$ cat config.mk
export PLATFORM = sky130hd
export DESIGN_NAME = shared_adder61_scheduler
export DESIGN_NICKNAME = d
export VERILOG_FILES = /design/src/rtl/adder61_pkg.sv /design/src/rtl/rr_arbiter4.sv /design/src/rtl/shared_adder61_scheduler.sv
export SDC_FILE = /design/constraint.sdc
export NUM_CORES = 1
export LEC_CHECK = 0
export CAP_MARGIN = 20
export CORE_MARGIN = 2
export CORE_UTILIZATION = 30
export CTS_CLUSTER_DIAMETER = 30
export DETAILED_ROUTE_END_ITERATION = 8
export DONT_BUFFER_PORTS = 1
export HOLD_SLACK_MARGIN = 0.05
export SLEW_MARGIN = 20
export SYNTH_ARGS = -nofsm -noshare
export SYNTH_HDL_FRONTEND = slang
export SYNTH_SLANG_ARGS = --single-unit
$ cat constraint.sdc
create_clock -name clk -period 13.8 [get_ports clk]
set_input_delay 2.07 -clock clk [delete_from_list [all_inputs] [get_ports clk]]
set_output_delay 2.07 -clock clk [all_outputs]
set_load 0.01 [all_outputs]
$ cat src/rtl/adder61_pkg.sv
// Shared constants, FSM encoding and helpers for the shared 61-bit adder scheduler.
// Holds requester count, operand/sum widths and the IDLE/HOLD state type.
package adder61_pkg;

    localparam int NREQ  = 4;
    localparam int PTR_W = 2;
    localparam int A_W   = 61;
    localparam int B_W   = 11;
    localparam int S_W   = 62;

    typedef enum logic {
        ST_IDLE = 1'b0,
        ST_HOLD = 1'b1
    } state_t;

    // Index of the set bit in a one-hot (or zero) vector; zero maps to 0.
    function automatic logic [PTR_W-1:0] oh_to_idx(input logic [NREQ-1:0] oh);
        logic [PTR_W-1:0] idx;
        idx = '0;
        for (int i = 0; i < NREQ; i++) begin
            if (oh[i]) begin
                idx = PTR_W'(i);
            end
        end
        return idx;
    endfunction

endpackage

$ cat src/rtl/rr_arbiter4.sv
// Combinational 4-way round-robin arbiter: search starts at ptr and wraps.
// Ports: req (request vector), ptr (search start), grant (one-hot or zero).
module rr_arbiter4
    import adder61_pkg::*;
(
    input  logic [NREQ-1:0]  req,
    input  logic [PTR_W-1:0] ptr,
    output logic [NREQ-1:0]  grant
);

    logic             found;
    logic [PTR_W-1:0] idx;

    always_comb begin
        grant = '0;
        found = 1'b0;
        idx   = '0;
        for (int k = 0; k < NREQ; k++) begin
            // 2-bit add wraps naturally, giving ptr, ptr+1, ... mod 4
            idx = ptr + PTR_W'(k);
            if (!found && req[idx]) begin
                grant[idx] = 1'b1;
                found      = 1'b1;
            end
        end
    end

endmodule

$ cat src/rtl/shared_adder61_scheduler.sv
// Time-shares one 61+11-bit adder among four requesters with round-robin
// arbitration and a single registered result slot (1 op/cycle when drained).
// Ports: clk, rst_n (async low); req_valid/req_a/req_b/req_ready per requester;
// res_valid/res_ready/res_sum/res_src result handshake; busy; op_count.
module shared_adder61_scheduler #(
    parameter int NREQ  = 4,
    parameter int CNT_W = 16
) (
    input  logic                clk,
    input  logic                rst_n,
    input  logic [NREQ-1:0]     req_valid,
    input  logic [NREQ*61-1:0]  req_a,
    input  logic [NREQ*11-1:0]  req_b,
    output logic [NREQ-1:0]     req_ready,
    output logic                res_valid,
    input  logic                res_ready,
    output logic [61:0]         res_sum,
    output logic [1:0]          res_src,
    output logic                busy,
    output logic [CNT_W-1:0]    op_count
);

    import adder61_pkg::*;

    state_t           state_q, state_d;
    logic [S_W-1:0]   sum_q, sum_d;
    logic [PTR_W-1:0] src_q, src_d;
    logic [PTR_W-1:0] ptr_q, ptr_d;
    logic [CNT_W-1:0] cnt_q, cnt_d;

    logic [NREQ-1:0]  grant;
    logic             load;
    logic             xfer;
    logic [PTR_W-1:0] win;
    logic [A_W-1:0]   a_sel;
    logic [B_W-1:0]   b_sel;
    logic [S_W-1:0]   sum_new;

    rr_arbiter4 u_arb (
        .req   (req_valid),
        .ptr   (ptr_q),
        .grant (grant)
    );

    assign res_valid = (state_q == ST_HOLD);
    assign busy      = res_valid;
    assign res_sum   = sum_q;
    assign res_src   = src_q;
    assign op_count  = cnt_q;

    // Slot can take a new op when empty or being drained this cycle.
    assign load = (state_q == ST_IDLE) | (res_valid & res_ready);

    // rst_n gating keeps req_ready low for the whole reset window.
    assign req_ready = (load && rst_n) ? grant : '0;
    assign xfer      = |(req_valid & req_ready);
    assign win       = oh_to_idx(grant);

    // Operand mux feeding the single shared adder.
    always_comb begin
        a_sel = '0;
        b_sel = '0;
        for (int i = 0; i < NREQ; i++) begin
            if (grant[i]) begin
                a_sel = req_a[A_W*i +: A_W];
                b_sel = req_b[B_W*i +: B_W];
            end
        end
    end

    assign sum_new = {1'b0, a_sel} + S_W'(b_sel);

    always_comb begin
        state_d = state_q;
        sum_d   = sum_q;
        src_d   = src_q;
        ptr_d   = ptr_q;
        cnt_d   = cnt_q;
        if (xfer) begin
            state_d = ST_HOLD;
            sum_d   = sum_new;
            src_d   = win;
            ptr_d   = win + PTR_W'(1);
            cnt_d   = cnt_q + CNT_W'(1);
        end else if (res_valid && res_ready) begin
            state_d = ST_IDLE;
        end
    end

    always_ff @(posedge clk or negedge rst_n) begin
        if (!rst_n) begin
            state_q <= ST_IDLE;
            sum_q   <= '0;
            src_q   <= '0;
            ptr_q   <= '0;
            cnt_q   <= '0;
        end else begin
            state_q <= state_d;
            sum_q   <= sum_d;
            src_q   <= src_d;
            ptr_q   <= ptr_d;
            cnt_q   <= cnt_d;
        end
    end

endmodule

==> impl_metrics.csv, run 1 <==
group,metric,value,unit
status,status,"finished, final reports clean",
layout,area_growth,4.949,%
grt,antenna_found_initial,5,
sta,hold_viol_final,0,
setup_path,cpMostUsedCell,"o21ai_0",
synthesis,synth-simple-area-share,24.92,%
sta,max_freq,127.9,MHz
drt,drcViolationCount,0,
sta,layout_setup_ws,5.979,ns
setup_path,timing.rr.end,"res_sum[54]",
setup_path,crit_chain,"or3b_1 > a2111oi_4 > o21ai_1 > and2_1 > nor2_4 > a221o_1 > o21ai_0 > o21ai_0 > ha_1 > inv_1 > fa_1 > nor2b_1 > o21a_1 > o21ai_0 > a21oi_1 > a311o_1 > o2111ai_4 > nor2_1 > nand4_4 > nor4_1 > a311o_1 > a31oi_1",
drt,viasPerCell,6.133,
synthesis,synth_compound_area_share,31.47,%
synthesis,synth_fa_ha_area_share,3.003,%
clock_tree,post_cts.repair.setup_buffers,0,
floorplanning,start_util,30.38,%
clock_tree,holdBufCountCts,0,
synthesis,synth-async-reset-ratio,100.0,%
grt,grt_use_total,23.66,%
sta,fin_crit_sh,56.68,%
floorplanning,die_w,169.0,um
clock_tree,cts_root_buffer,"clkbuf_16",
synthesis,synth.most_common_cell,"nand2_1",
synthesis,netlist_top_cells_area,"dfrtp_1, o21ai_0, nand2_1",
clock_tree,insertion_delay,0.35,ns
drt,wl_per_cell,26.68,um
hold_path,hp-class,"reg -> reg",
setup_path,crit_slowest_cell,"nor2_4",
setup_path,crit_required,14.02,ns
clock_tree,cts_sinks,83,
layout,nets,1260,
flow_run,cap_violations,0,
setup_path,path_delay_family,"simple AND/OR/NAND/NOR gates",
hold_path,hp-start,"op_count[15]",
synthesis,netlist_area,8165,um2
placement,place.gp.congestion,0.9156,
synthesis,post_synth.cell_area_avg,8.109,um2
grt,grt_overflow,0,
placement,place_ws,5.557,ns
setup_path,cp_max_fo,32,
synthesis,synth.mux.area_fraction,2.406,%
drt,firstDrtPassIters,5,
setup_path,cp.arrival,8.05,ns
floorplanning,fp-row-count,60,
synthesis,synth_edf_count,0,
placement,portBuffers,0,
hold_path,min_to,"op_count[15]",
sta,slew_viol_final,0,
grt,grt_pass1_wl,50350,um
sta,fin_skew,0.01564,ns
synthesis,seq_area_frac_synth,25.44,%
setup_path,crit_buf_inv,1,
sta,finalSetupTns,0,ns
sta,slew_headroom,29.45,%
sta,setup_viol,0,
drt,ant_nets,0,
grt,grt_pass1_vias,7887,
layout,multi_input_area,5614,um2
setup_path,crit_cells,22,
floorplanning,die_area,28550,um2
layout,final_util,31.89,%
layout,drive_above_1_share,9.359,%
clock_tree,cts_buffers,9,
sta,rsz0062_at_grt,"no",
synthesis,ys_ff_latch,83,
floorplanning,io_pins,381,
synthesis,yosys_warnings,0,
synthesis,syn-instance-count,1007,
clock_tree,cts_tree,"done",
setup_path,crit_path_start_kind,"input pin",
hold_path,holdPathStages,1,
clock_tree,path_clk_slew,0.07,ns
synthesis,yosys.area.top_type,"dfrtp_1",
synthesis,synthFlopType,"dfrtp_1",
clock_tree,clk_path_buf_depth,2,
synthesis,synth_top_family_by_area,"compound AO/OA/AOI/OAI gates",
floorplanning,die_y,169.0,um
clock_tree,h-tree-depth,3,
setup_path,reg2reg_slack,6.21,ns
layout,fillers,2844,
setup_path,cp-end-kind,"flip-flop",
setup_path,critical-path-max-stage-delay,0.74,ns
drt,wl,34600,um
setup_path,reg2reg_from,"ptr_q[0]",
placement,dp_hpwl,27060,um
drt,drt-initial-drc-count,635,
setup_path,reg2reg_depth,24,
setup_path,crit_type,"in -> reg",
synthesis,ys_top_cells_by_count,"nand2_1, o21ai_0, nor2_1, dfrtp_1, a21oi_1",
grt,grt_max_degree,86,
layout,regArea,2077,um2
synthesis,syn_nets,1321,
clock_tree,cts_resized,0,
synthesis,synth_xor_area_share,6.543,%
sta,tightest_slew,1.044,ns
synthesis,synth_cell_types,85,
synthesis,synth.top_cell.area_share,25.44,%
floorplanning,core-area,26880,um2
drt,num_vias,7954,
sta,fin_crit,7.821,ns
[cells by family after synthesis]
kind of cell / after synthesis
buffers and inverters: 102
AOI/OAI and AO/OA: 364
DFF: 83
adders and majority gates: 19
muxes: 14
xor gates and xnor gates: 61
and+or+nand+nor: 364
[state kept, by name, indices dropped and copies added (netlist names)]
name and flops:
res_sum 62, op_count 16, ptr_q 2, res_src 2
busy 1
[placed cells by master (no fill, tap or decap), types with 15 or more instances in the layout]
cell,synthesis,layout
ha_1,18,18
a21boi_0,25,25
nor3_1,20,20
a31oi_1,21,21
nand2_1,104,104
a2bb2oi_1,16,16
inv_1,17,17
a21oi_1,61,61
nand3_1,38,37
nand4_1,17,17
nor2_1,84,84
xor2_1,28,28
a311oi_1,24,24
o21ai_0,96,96
and2_1,15,15
xnor2_1,33,33
a221o_1,22,22
dfrtp_1,83,83
[metal layers]
layer	vias up	track usage (%)	routed length [um]
li1	3658	-	-
met1	3834	26.03	12980
met2	408	43.18	17520
met3	52	6.336	2805
met4	2	9.476	1278
met5	-	0	13
[stage by stage]
stage / hold WS, ns / area [um2] / instances
after global routing: 0.5634 / 8569 / 1297
after CTS: 0.5435 / 8557 / 1292
after detailed placement: 0.5313 / 8279 / 1276
after floorplan: 0.5070 / 8165 / 1007
after global placement: 0.5297 / 8279 / 1276
final: 0.5419 / 8569 / 1297
[how the worst max path moves through the flow]
stage / start / slack [ns] / endpoint
6_report: req_valid[1] / 5.98 / res_sum[54]
5_1_grt: req_valid[1] / 5.49 / res_sum[54]
4_1_cts: req_valid[1] / 5.93 / res_sum[54]
3_5_place_dp: req_valid[1] / 5.56 / res_sum[54]
3_3_place_gp: req_valid[1] / 5.77 / res_sum[54]
2_1_floorplan: req_valid[1] / 5.89 / res_sum[54]
[worst reg2reg max path, cell delays in order (launching register included)]
cell and delay [ns]:
dfrtp_1 0.70, inv_1 0.27, ha_1 0.54, mux2_2 0.39
mux2i_1 0.43, a311oi_1 0.20, and2_1 0.30, nor2_4 0.74
a221o_1 0.29, o21ai_0 0.07, o21ai_0 0.19, ha_1 0.21
inv_1 0.06, fa_1 0.40, nor2b_1 0.12, o21a_1 0.13
o21ai_0 0.12, a21oi_1 0.31, a311o_1 0.35, o2111ai_4 0.21
nor2_1 0.27, nand4_4 0.26, nor4_1 0.57, a311o_1 0.26
a31oi_1 0.08
[layout make-up]
class,instances,share of cell area [%]
diodes,5,0.1460
repair buffers,13,1.139
well taps,341,4.979
clock buffers,10,2.672
multi-input cells,822,65.51
inverters,17,0.7446
flip-flops and latches,83,24.24
clock inverters,6,0.5694
Power of run 1 is not shown: default switching activity piles up to over one toggle a cycle in this logic, so the estimate is an artifact.
==> inputs of run 2 (changes only) <==
clock period = 7.3 ns   (was 13.8 ns; I/O delays follow)
==> impl_metrics.csv, run 2 (synthesized netlist as in run 1, its figures left out) <==
group,metric,value,unit
placement,placedCellCount,1284,
drt,drt-initial-drc-count,391,
clock_tree,cts_buffers,9,
clock_tree,cts_tree,"done",
drt,firstDrtPassIters,5,
layout,largest_register_ffs,62,
layout,drive_above_1_share,10.11,%
layout,layout_commonest_cell,"nand2_1",
layout,area_growth,5.899,%
drt,wl,35090,um
sta,max_freq,151.5,MHz
grt,grt_max_degree,86,
clock_tree,cts_root_buffer,"clkbuf_16",
sta,slew_headroom,34.71,%
setup_path,crit_type,"reg -> reg",
grt,grt_pass1_wl,49470,um
sta,rsz0062_at_grt,"no",
floorplanning,io_pins,381,
drt,wl_per_cell,26.93,um
layout,final_cell_mix,"nand2_1, o21ai_0, nor2_1",
placement,dp_hpwl,27680,um
sta,fin_crit,6.601,ns
clock_tree,clk_path_buf_depth,2,
setup_path,crit_path_start_kind,"flip-flop",
layout,nets,1268,
setup_path,timing.rr.end,"res_sum[56]",
drt,drcViolationCount,0,
setup_path,reg2reg_from,"ptr_q[1]",
setup_path,cp_max_fo,10,
drt,viasPerCell,6.119,
placement,portBuffers,0,
setup_path,cp-end-kind,"flip-flop",
setup_path,reg2reg_slack,0.70,ns
layout,fillers,2846,
sta,setup_viol,0,
setup_path,reg2reg_depth,24,
floorplanning,start_util,30.38,%
status,status,"finished, final reports clean",
floorplanning,fp-row-count,60,
placement,place_ws,0.6937,ns
clock_tree,holdBufCountCts,0,
sta,layout_setup_ws,0.6993,ns
setup_path,crit_required,7.55,ns
layout,finalNonFillerCells,1303,
setup_path,cp.arrival,6.85,ns
floorplanning,core-area,26880,um2
floorplanning,die_w,169.0,um
clock_tree,post_cts.repair.setup_buffers,0,
hold_path,hp-class,"in -> async",
grt,antenna_found_initial,3,
sta,hold_viol_final,0,
sta,fin_crit_sh,90.42,%
clock_tree,h-tree-depth,3,
grt,grt_pass1_vias,7719,
sta,finalSetupTns,0,ns
clock_tree,path_clk_slew,0.08,ns
floorplanning,die_y,169.0,um
grt,grt_use_total,23.55,%
drt,ant_nets,0,
flow_run,cap_violations,0,
sta,tightest_slew,0.9771,ns
drt,num_vias,7973,
sta,slew_viol_final,0,
placement,place.gp.congestion,0.9011,
clock_tree,insertion_delay,0.35,ns
grt,grt_overflow,0,
floorplanning,die_area,28550,um2
sta,fin_skew,0.009607,ns
clock_tree,cts_resized,0,
clock_tree,cts_sinks,83,
==> run 2: worst max-delay path by stage <==
stage | slack [ns] | cells past startpoint | from | to
floorplan | 0.36 | 26 | req_valid[1] | res_sum[54]
global placement | 0.78 | 23 | req_valid[1] | res_sum[54]
detailed placement | 0.69 | 22 | req_valid[1] | res_sum[56]
CTS | 0.72 | 24 | ptr_q[1] | res_sum[56]
global route | 0.13 | 24 | ptr_q[1] | res_sum[60]
finish | 0.70 | 24 | ptr_q[1] | res_sum[56]
==> run 2: worst max-delay path, cell delays in order, from the launching register on <==
cell,delay (ns)
dfrtp_1,0.47
inv_1,0.16
ha_1,0.44
or3b_1,0.44
a2111oi_4,0.45
o21ai_1,0.20
and2_1,0.28
nor2_4,0.32
a221o_1,0.20
o21ai_0,0.07
o21ai_0,0.19
ha_1,0.20
inv_1,0.06
fa_1,0.39
nor2b_1,0.12
o21a_1,0.14
o21ai_0,0.11
a21oi_1,0.27
a311o_1,0.32
o2111ai_4,0.21
nor2_1,0.26
nand4_4,0.27
nor3_2,0.51
a31oi_1,0.14
o31ai_1,0.26
==> run 2: area by class of cell <==
| cell class | instances | area (um2) | share of cell area [%] |
|---|---|---|---|
| antenna | 3 | 7.507 | 0.08682 |
| clock buffer | 10 | 229.0 | 2.648 |
| clock inverter | 6 | 71.32 | 0.8248 |
| inverter | 17 | 63.81 | 0.7380 |
| multi-input combinational | 822 | 5614 | 64.93 |
| sequential | 83 | 2077 | 24.02 |
| tap | 341 | 426.7 | 4.934 |
| timing repair buffer | 21 | 157.7 | 1.823 |
==> run 2: stage by stage <==
step           util, %  hold slack, ns  instance area, um2
6_report         32.17          0.4425                8647
3_5_place_dp     31.03          0.5468                8339
3_3_place_gp     31.03          0.5372                8339
5_1_grt          32.17          0.4224                8647
4_1_cts          32.15          0.4280                8640
2_1_floorplan        -          0.5070                8165
==> run 2: per-layer routing <==
layer | share of wire [%] | GRT usage, % | wire, um
met2 | 51 | 44.21 | 17930
met4 | 3.2 | 8.101 | 1107
met1 | 38 | 25.69 | 13210
met5 | 0 | 0 | 0
met3 | 8.1 | 5.892 | 2842
Power of run 2 is left out for the same reason.
